**src/rtl/float_square.sv**
```systemverilog
// Single-precision IEEE-754 squarer (z = a*a) with strobe/acknowledge handshakes.
// Multi-cycle FSM, one operand in flight; result sign is always positive.
module float_square (
  input  logic        clk,
  input  logic        rst,
  input  logic [31:0] input_a,
  input  logic        input_a_stb,
  output logic        input_a_ack,
  output logic [31:0] output_z,
  output logic        output_z_stb,
  input  logic        output_z_ack
);

  typedef enum logic [3:0] {
    GET_A, UNPACK, SPECIAL, NORMALISE_A, MULTIPLY_0, MULTIPLY_1,
    NORMALISE_1, NORMALISE_2, ROUND, PACK, PUT_Z
  } state_t;

  state_t state, state_next;

  logic [30:0]        a;
  logic [23:0]        m;
  logic signed [9:0]  e;
  logic [47:0]        p;
  logic signed [9:0]  zr;
  logic [23:0]        mant;
  logic               guard, rnd, sticky;

  logic [7:0]         a_exp;
  logic [22:0]        a_frac;
  logic               unused_sign;
  logic [47:0]        mm;
  logic signed [9:0]  zr_adj;
  logic [24:0]        mant_inc;
  logic               is_special;
  logic [31:0]        special_z;

  assign a_exp       = a[30:23];
  assign a_frac      = a[22:0];
  assign unused_sign = input_a[31];
  assign mm          = {24'd0, m} * {24'd0, m};
  assign zr_adj      = p[47] ? zr + 10'sd1 : zr;
  assign mant_inc    = {1'b0, mant} + 25'd1;

  function automatic logic round_up(input logic g, input logic r, input logic s,
                                    input logic lsb);
    return g & (r | s | lsb);
  endfunction

  function automatic logic [31:0] pack_z(input logic signed [9:0] zr_i,
                                         input logic [23:0] mant_i);
    logic [7:0] be;
    be = 8'(zr_i + 10'sd127);
    if (zr_i > 10'sd127)
      return 32'h7F80_0000;
    else if (zr_i == -10'sd126 && !mant_i[23])
      return {9'd0, mant_i[22:0]};
    else
      return {1'b0, be, mant_i[22:0]};
  endfunction

  always_comb begin
    is_special = 1'b1;
    special_z  = 32'h0000_0000;
    if (a_exp == 8'hFF && a_frac != 23'd0)
      special_z = 32'h7FC0_0000;
    else if (a_exp == 8'hFF)
      special_z = 32'h7F80_0000;
    else if (a_exp == 8'h00 && a_frac == 23'd0)
      special_z = 32'h0000_0000;
    else
      is_special = 1'b0;
  end

  always_comb begin
    state_next = state;
    case (state)
      GET_A:       if (input_a_ack && input_a_stb) state_next = UNPACK;
      UNPACK:      state_next = SPECIAL;
      SPECIAL:     state_next = is_special ? PUT_Z : NORMALISE_A;
      NORMALISE_A: if (m[23]) state_next = MULTIPLY_0;
      MULTIPLY_0:  state_next = MULTIPLY_1;
      MULTIPLY_1:  state_next = NORMALISE_1;
      NORMALISE_1: if (mant[23] || zr <= -10'sd126) state_next = NORMALISE_2;
      NORMALISE_2: if (zr >= -10'sd126) state_next = ROUND;
      ROUND:       state_next = PACK;
      PACK:        state_next = PUT_Z;
      PUT_Z:       if (output_z_stb && output_z_ack) state_next = GET_A;
      default:     state_next = GET_A;
    endcase
  end

  // control: state, handshake strobes and the held result
  always_ff @(posedge clk) begin
    if (rst) begin
      state        <= GET_A;
      input_a_ack  <= 1'b0;
      output_z_stb <= 1'b0;
      output_z     <= 32'd0;
    end else begin
      state <= state_next;
      case (state)
        GET_A:   input_a_ack <= !(input_a_ack && input_a_stb);
        SPECIAL: if (is_special) begin
          output_z     <= special_z;
          output_z_stb <= 1'b1;
        end
        PACK: begin
          output_z     <= pack_z(zr, mant);
          output_z_stb <= 1'b1;
        end
        PUT_Z: if (output_z_stb && output_z_ack) begin
          output_z_stb <= 1'b0;
          input_a_ack  <= 1'b1;
        end
        default: ;
      endcase
    end
  end

  // datapath: unpack, normalise, multiply, underflow shift, round
  always_ff @(posedge clk) begin
    case (state)
      GET_A: if (input_a_ack && input_a_stb) a <= input_a[30:0];
      UNPACK: begin
        m <= {a_exp != 8'd0, a_frac};
        e <= (a_exp == 8'd0) ? -10'sd126 : $signed({2'b00, a_exp}) - 10'sd127;
      end
      NORMALISE_A: if (!m[23]) begin
        m <= {m[22:0], 1'b0};
        e <= e - 10'sd1;
      end
      MULTIPLY_0: begin
        p  <= mm;
        zr <= e <<< 1;
      end
      MULTIPLY_1: begin
        // 25+ underflow steps always round to zero, so skip the long shift.
        if (zr_adj <= -10'sd151) begin
          zr     <= -10'sd126;
          mant   <= 24'd0;
          guard  <= 1'b0;
          rnd    <= 1'b0;
          sticky <= 1'b1;
        end else if (p[47]) begin
          zr     <= zr_adj;
          mant   <= p[47:24];
          guard  <= p[23];
          rnd    <= p[22];
          sticky <= |p[21:0];
        end else begin
          zr     <= zr_adj;
          mant   <= p[46:23];
          guard  <= p[22];
          rnd    <= p[21];
          sticky <= |p[20:0];
        end
      end
      NORMALISE_1: if (!mant[23] && zr > -10'sd126) begin
        mant  <= {mant[22:0], guard};
        guard <= rnd;
        rnd   <= 1'b0;
        zr    <= zr - 10'sd1;
      end
      NORMALISE_2: if (zr < -10'sd126) begin
        mant   <= {1'b0, mant[23:1]};
        guard  <= mant[0];
        rnd    <= guard;
        sticky <= sticky | rnd;
        zr     <= zr + 10'sd1;
      end
      ROUND: if (round_up(guard, rnd, sticky, mant[0])) begin
        if (mant_inc[24]) begin
          mant <= mant_inc[24:1];
          zr   <= zr + 10'sd1;
        end else begin
          mant <= mant_inc[23:0];
        end
      end
      default: ;
    endcase
  end

endmodule
```
**config.mk**
```make
export PLATFORM = sky130hd
export DESIGN_NAME = float_square
export DESIGN_NICKNAME = d
export VERILOG_FILES = /design/src/rtl/float_square.sv
export SDC_FILE = /design/constraint.sdc
export NUM_CORES = 1
export LEC_CHECK = 0
export CAP_MARGIN = 10
export CORE_AREA = 8 8 216 218
export CTS_CLUSTER_SIZE = 25
export DETAILED_ROUTE_END_ITERATION = 10
export DIE_AREA = 0 0 224 226
export HOLD_SLACK_MARGIN = 0.08
export MAX_ROUTING_LAYER = met4
export PLACE_DENSITY = 0.77
export SLEW_MARGIN = 25
export SYNTH_ARGS = -nofsm -noshare
export SYNTH_HDL_FRONTEND = slang
export SYNTH_SLANG_ARGS = --single-unit
```
**constraint.sdc**
```tcl
create_clock -name clk -period 8.3 [get_ports clk]
set_input_delay 2.075 -clock clk [delete_from_list [all_inputs] [get_ports clk]]
set_output_delay 2.075 -clock clk [all_outputs]
set_load 0.02 [all_outputs]
```
### Yosys cells after proc, flatten, opt, wreduce, memory -nomap -nowiden

Index checks and enable logic that the tools add are counted.

* logic and storage cells: 141
* register bits: 188

* eq/ne operators: 23
* multiplexer cells: 54
* add/sub/neg operators: 6
* multipliers: 1
* bitwise logic cells: 3
* reductions and logical operators: 34
* magnitude comparators: 6

Operator list (number)
* $mux 24: 7
* $mux 31: 4
* $pmux 24 s4: 1
* $mux 10: 8
* $pmux 32 s2: 1
* $pmux 10 s5: 1
* $mul 24x24->48: 1
* $pmux 24 s2: 1
* $pmux 4 s11: 1
* $mux 32: 1
* $add 24x1->25 const B: 1
* $mux 4: 6
* $logic_not 23->1: 1
* $reduce_bool 23->1: 1
* $ne 2x2->1 const B: 11
* $reduce_or 22->1: 1
* $reduce_or 21->1: 1
* $gt 10x8->1 const B: 2
* $pmux 10 s2: 1
* $sub 10x2->10 const B: 2
* $mux 1: 17
* $eq 4x3->1 const B: 4
* $eq 4x4->1 const B: 3
* $add 10x2->10 const B: 1
* other kinds (28): 49

### Longest topological paths before layout

Gate-level depths: netlist of the first run.

* depth after elaboration: 7
* mapped depth: 26
* mapped depth without buffers: 25

### Worst setup path after synthesis of the first run

OpenSTA, ideal clock, no wires.

* kind: register to register
* from: reg m[18]
* to: reg p[46], data pin
* stages on the path, launching flop included: 26
* path slack: 1.490 ns
* buffers on the path: 3
* data required time: 8.038 ns
* arrival: 6.548 ns
* setup time: 0.262 ns
* cells stage by stage: edfxtp_1 clkbuf_1 clkbuf_1 nand2_1 fa_1 inv_1 fa_1 inv_1 fa_1 fa_1 inv_1 fa_1 fa_1 inv_1 fa_1 inv_1 ha_1 buf_2 a21oi_1 o21ai_0 or4b_1 nor3_2 o31ai_1 o221ai_1 o21ai_1 xor2_1

* word-level cells in the longest chain between the ends: 1

RTL lines
* start: declaration: RTL line 22 `logic [23:0] m;`
* start signal: assignment: RTL line 126 `m <= {a_exp != 8'd0, a_frac};`
* start signal: assignment: RTL line 130 `m <= {m[22:0], 1'b0};`
* $mul 24x24->48: RTL line 41 `assign mm = {24'd0, m} * {24'd0, m};`
* net mm[46]: RTL line 32 `logic [47:0] mm;`
* end signal: assignment: RTL line 134 `p <= mm;`
* end: declaration: RTL line 24 `logic [47:0] p;`

The timed path passes the listed nets, and every way through them passes these cells.
A chain may end at the register's enable or synchronous reset.

### Worst setup path after layout of the first run

* from: reg m[15]
* to: reg p[44], data pin

Same word-level chain as after synthesis.

==> results of run 1 <==
cells by family (layout without fill, tap and decap cells):
family,count (synthesis),in the layout,share of synthesized area [%]
adder cells (fa/ha/maj),604,604,42.0
AO/OA/AOI/OAI,339,339,9.22
other,1,1,0.0147
XOR/XNOR,102,102,3.50
AND/OR/NAND/NOR,655,655,12.7
multiplexers,29,29,1.15
flip-flops,185,185,20.3
buffers and inverters,733,764,11.0
worst paths after layout:
| kind | start | end | cells past startpoint |
|---|---|---|---|
| hold / removal | output_z[22] | output_z[22] | 2 |
| setup reg to reg | m[15] | p[44] | 22 |
| setup / recovery | m[15] | p[44] | 22 |
| hold reg to reg | output_z[22] | output_z[22] | 2 |
flip-flops by register name, summed over array words and instances, names as in the netlist:
register      count
input_a_ack       1
state             4
a                31
p                47
mant             24
output_z_stb      1
sticky            1
output_z         31
rnd               1
e                 9
m                24
guard             1
zr               10
cell usage after synthesis (14+ instances only):
master	count	area [um^2]
and3_1	16	100
nand3_1	31	155
mux2i_1	26	260
nor3_1	30	150
xnor2_1	59	517
a21o_1	28	210
nor2_1	108	405
a21oi_1	70	350
nand2_1	243	912
nand4_1	18	113
o21ai_1	18	90.1
dfxtp_1	37	741
fa_1	422	8450
o31ai_1	16	120
a221oi_1	21	184
buf_2	14	70.1
inv_1	618	2320
nor4_1	16	100
xor2_1	43	377
clkbuf_1	92	345
edfxtp_1	148	4440
and2_1	118	738
ha_1	182	2280
nand2b_1	18	113
o21ai_0	56	280
a22oi_1	25	188
final cells by class:
cell class / count / area [um^2] / area share, %
clock buffers: 19 / 454 / 1.66
clock inverters: 13 / 126 / 0.461
inverters: 619 / 2320 / 8.48
multi-input cells: 1730 / 17600 / 64.0
flip-flops and latches: 185 / 5180 / 18.9
well taps: 592 / 741 / 2.70
repair buffers: 113 / 1030 / 3.75
cell usage in the layout (no fill, tap or decap), types with 25 or more instances in the layout:
master,netlist,final
edfxtp_1,148,148
dfxtp_1,37,37
xnor2_1,59,59
clkdlybuf4s50_1,0,67
a21oi_1,70,69
ha_1,182,182
nor3_1,30,29
fa_1,422,422
nand3_1,31,30
mux2i_1,26,26
a21o_1,28,28
nor2_1,108,107
and2_1,118,119
nand2_1,243,242
xor2_1,43,43
a22oi_1,25,25
o21ai_0,56,56
inv_1,618,618
buf_4,3,45
per-stage QoR:
step	worst slack, ns	cells	hold WS (ns)	utilization (%)	instance area [um^2]
2_1_floorplan	1.49	2648	0.521	-	25500
3_3_place_gp	0.731	3239	0.469	61.7	26800
3_5_place_dp	0.672	3239	0.486	61.8	26800
4_1_cts	0.647	3271	0.504	63.1	27400
5_1_grt	0.223	3271	0.546	63.1	27400
6_report	0.553	3271	0.502	63.1	27400
worst max-delay path: stages, from the launching register on:
cell and delay, ns:
edfxtp_1 1.01, nand2_1 0.28, fa_1 0.58, inv_1 0.05, fa_1 0.48, inv_1 0.06, fa_1 0.48, fa_1 0.55
inv_1 0.05, fa_1 0.46, fa_1 0.51, inv_1 0.04, fa_1 0.47, inv_1 0.04, ha_1 0.35, a21oi_1 0.28
o21ai_0 0.17, or4b_1 0.56, nor3_2 0.23, or2_2 0.23, o211ai_2 0.14, o21a_1 0.21, o311ai_1 0.29
layer usage:
metal | up-vias | routed length (um)
li1 | 8427 | -
met3 | 107 | 4090
met2 | 676 | 29600
met4 | 0 | 1770
met1 | 9405 | 25400
met5 | - | 0
==> reports/qor.csv, run 1 <==
stage,metric,value,unit
timing,unrepaired setup endpoints after global routing,no,
clock_network,clock buffer depth,2,
clock_network,clk_lat worst skew,0.45,ns
routing,Vias,18600,
logic_synthesis,Synth Cell Area,0.0255,mm^2
timing,FMAX,0.129,GHz
global_route,largest net degree at the start of global routing,54,
routing,DRC Markers,0,
run_status,status,"complete, no violations",
global_route,initial antenna violation count,0,
critical_path,R2R setup slack,0.55,ns
logic_synthesis,Syn Inst Count,2648,
global_route,GRT Overall Usage,25.5,%
clock_network,"Reg clk slew, reported paths",0.08,ns
routing,wire per inst,18.6,um
logic_synthesis,syn_nets,3288,
routing,Antenna Nets Post-Route,0,
logic_synthesis,predominant post-synthesis flop cell,edfxtp_1,
floorplan,Die X-Extent,224,um
clock_network,CTS H-tree lvls,4,
critical_path,CP Max Fanout,17,
routing,DR vias/cell,5.69,
global_route,met2 Use GR,42.5,%
logic_synthesis,Synth cell types,84,
global_route,GR Overflow Total,0,
layout,fill cell count,3477,
logic_synthesis,synth warn,0,
place,GP Congestion,0.929,
timing,max-slew violations,0,
global_route,vias in the first global route,19900,
timing,Final Hold Viols,0,
global_route,met1 GRT Util,32.6,%
logic_synthesis,"flops & latches, synth",185,
layout,"Area growth, synth to finish",7.47,%
logic_synthesis,post-synthesis async set-or-reset flop share,0,%
job,max-cap violations,0,
timing,min cycle time layout,7.75,ns
logic_synthesis,Post-synth EDFFs,148,
clock_network,Resize count post-CTS,0,
global_route,first-pass GRT wire length,101000,um
routing,DR pass1 iterations,6,
global_route,Most Crowded Layer GR,met2,
critical_path,Arrival @ worst endpoint,7.99,ns
clock_network,CTS tree,done,
logic_synthesis,synthesized area per cell,9.63,um^2
routing,Detailed Route Iter0 Violations,1622,
timing,relative max-transition margin,31.6,%
critical_path,CP endpoint kind,register,
floorplan,Ports,70,
timing,Tcrit/Tclk final,93.3,%
clock_network,CTS sink cnt,185,
timing,setup TNS,0,ns
floorplan,Die ar.,0.0506,mm^2
clock_network,post-CTS setup buffers,0,
clock_network,hold_buf cts,0,
floorplan,cell row count,77,
floorplan,initial core utilization,58.7,%
timing,Final setup viols,0,
floorplan,Core Area,0.0435,mm^2
critical_path,Worst Path Required,8.54,ns
timing,Worst Skew,0.0141,ns
timing,Worst-Margin Slew,1.02,ns
place,DPL Wire Length,49100,um
min_path,min-delay worst type,reg2reg,
routing,drt total wl,60900,um
logic_synthesis,sequential share of the synthesized area,20.3,%
layout,share of cells above drive strength 1,4.22,%
critical_path,Critical Path Start Type,register,
clock_network,root buffer cell,clkbuf_16,
layout,Final #Nets,3306,
clock_network,CTS Buf Count,17,
place,PortBufs,67,
floorplan,die extent in y,226,um
layout,diodes inserted,0,
global_route,GR met3 Demand/Resource,3.12,%
critical_path,"Worst Path Class, Setup",reg2reg,
Power of run 1 is left out: the tool's default activity adds up to more than one toggle a clock period on the data nets, which glitch-free logic cannot reach.
==> run 2, diff against run 1 <==
CTS_CLUSTER_DIAMETER = 60   (was default)
SKIP_CTS_REPAIR_TIMING = 1   (was default)
==> results of run 2 <==
Final layout, timing and power as in run 1 (identical DEF).
Power of run 2 is left out for the same reason.
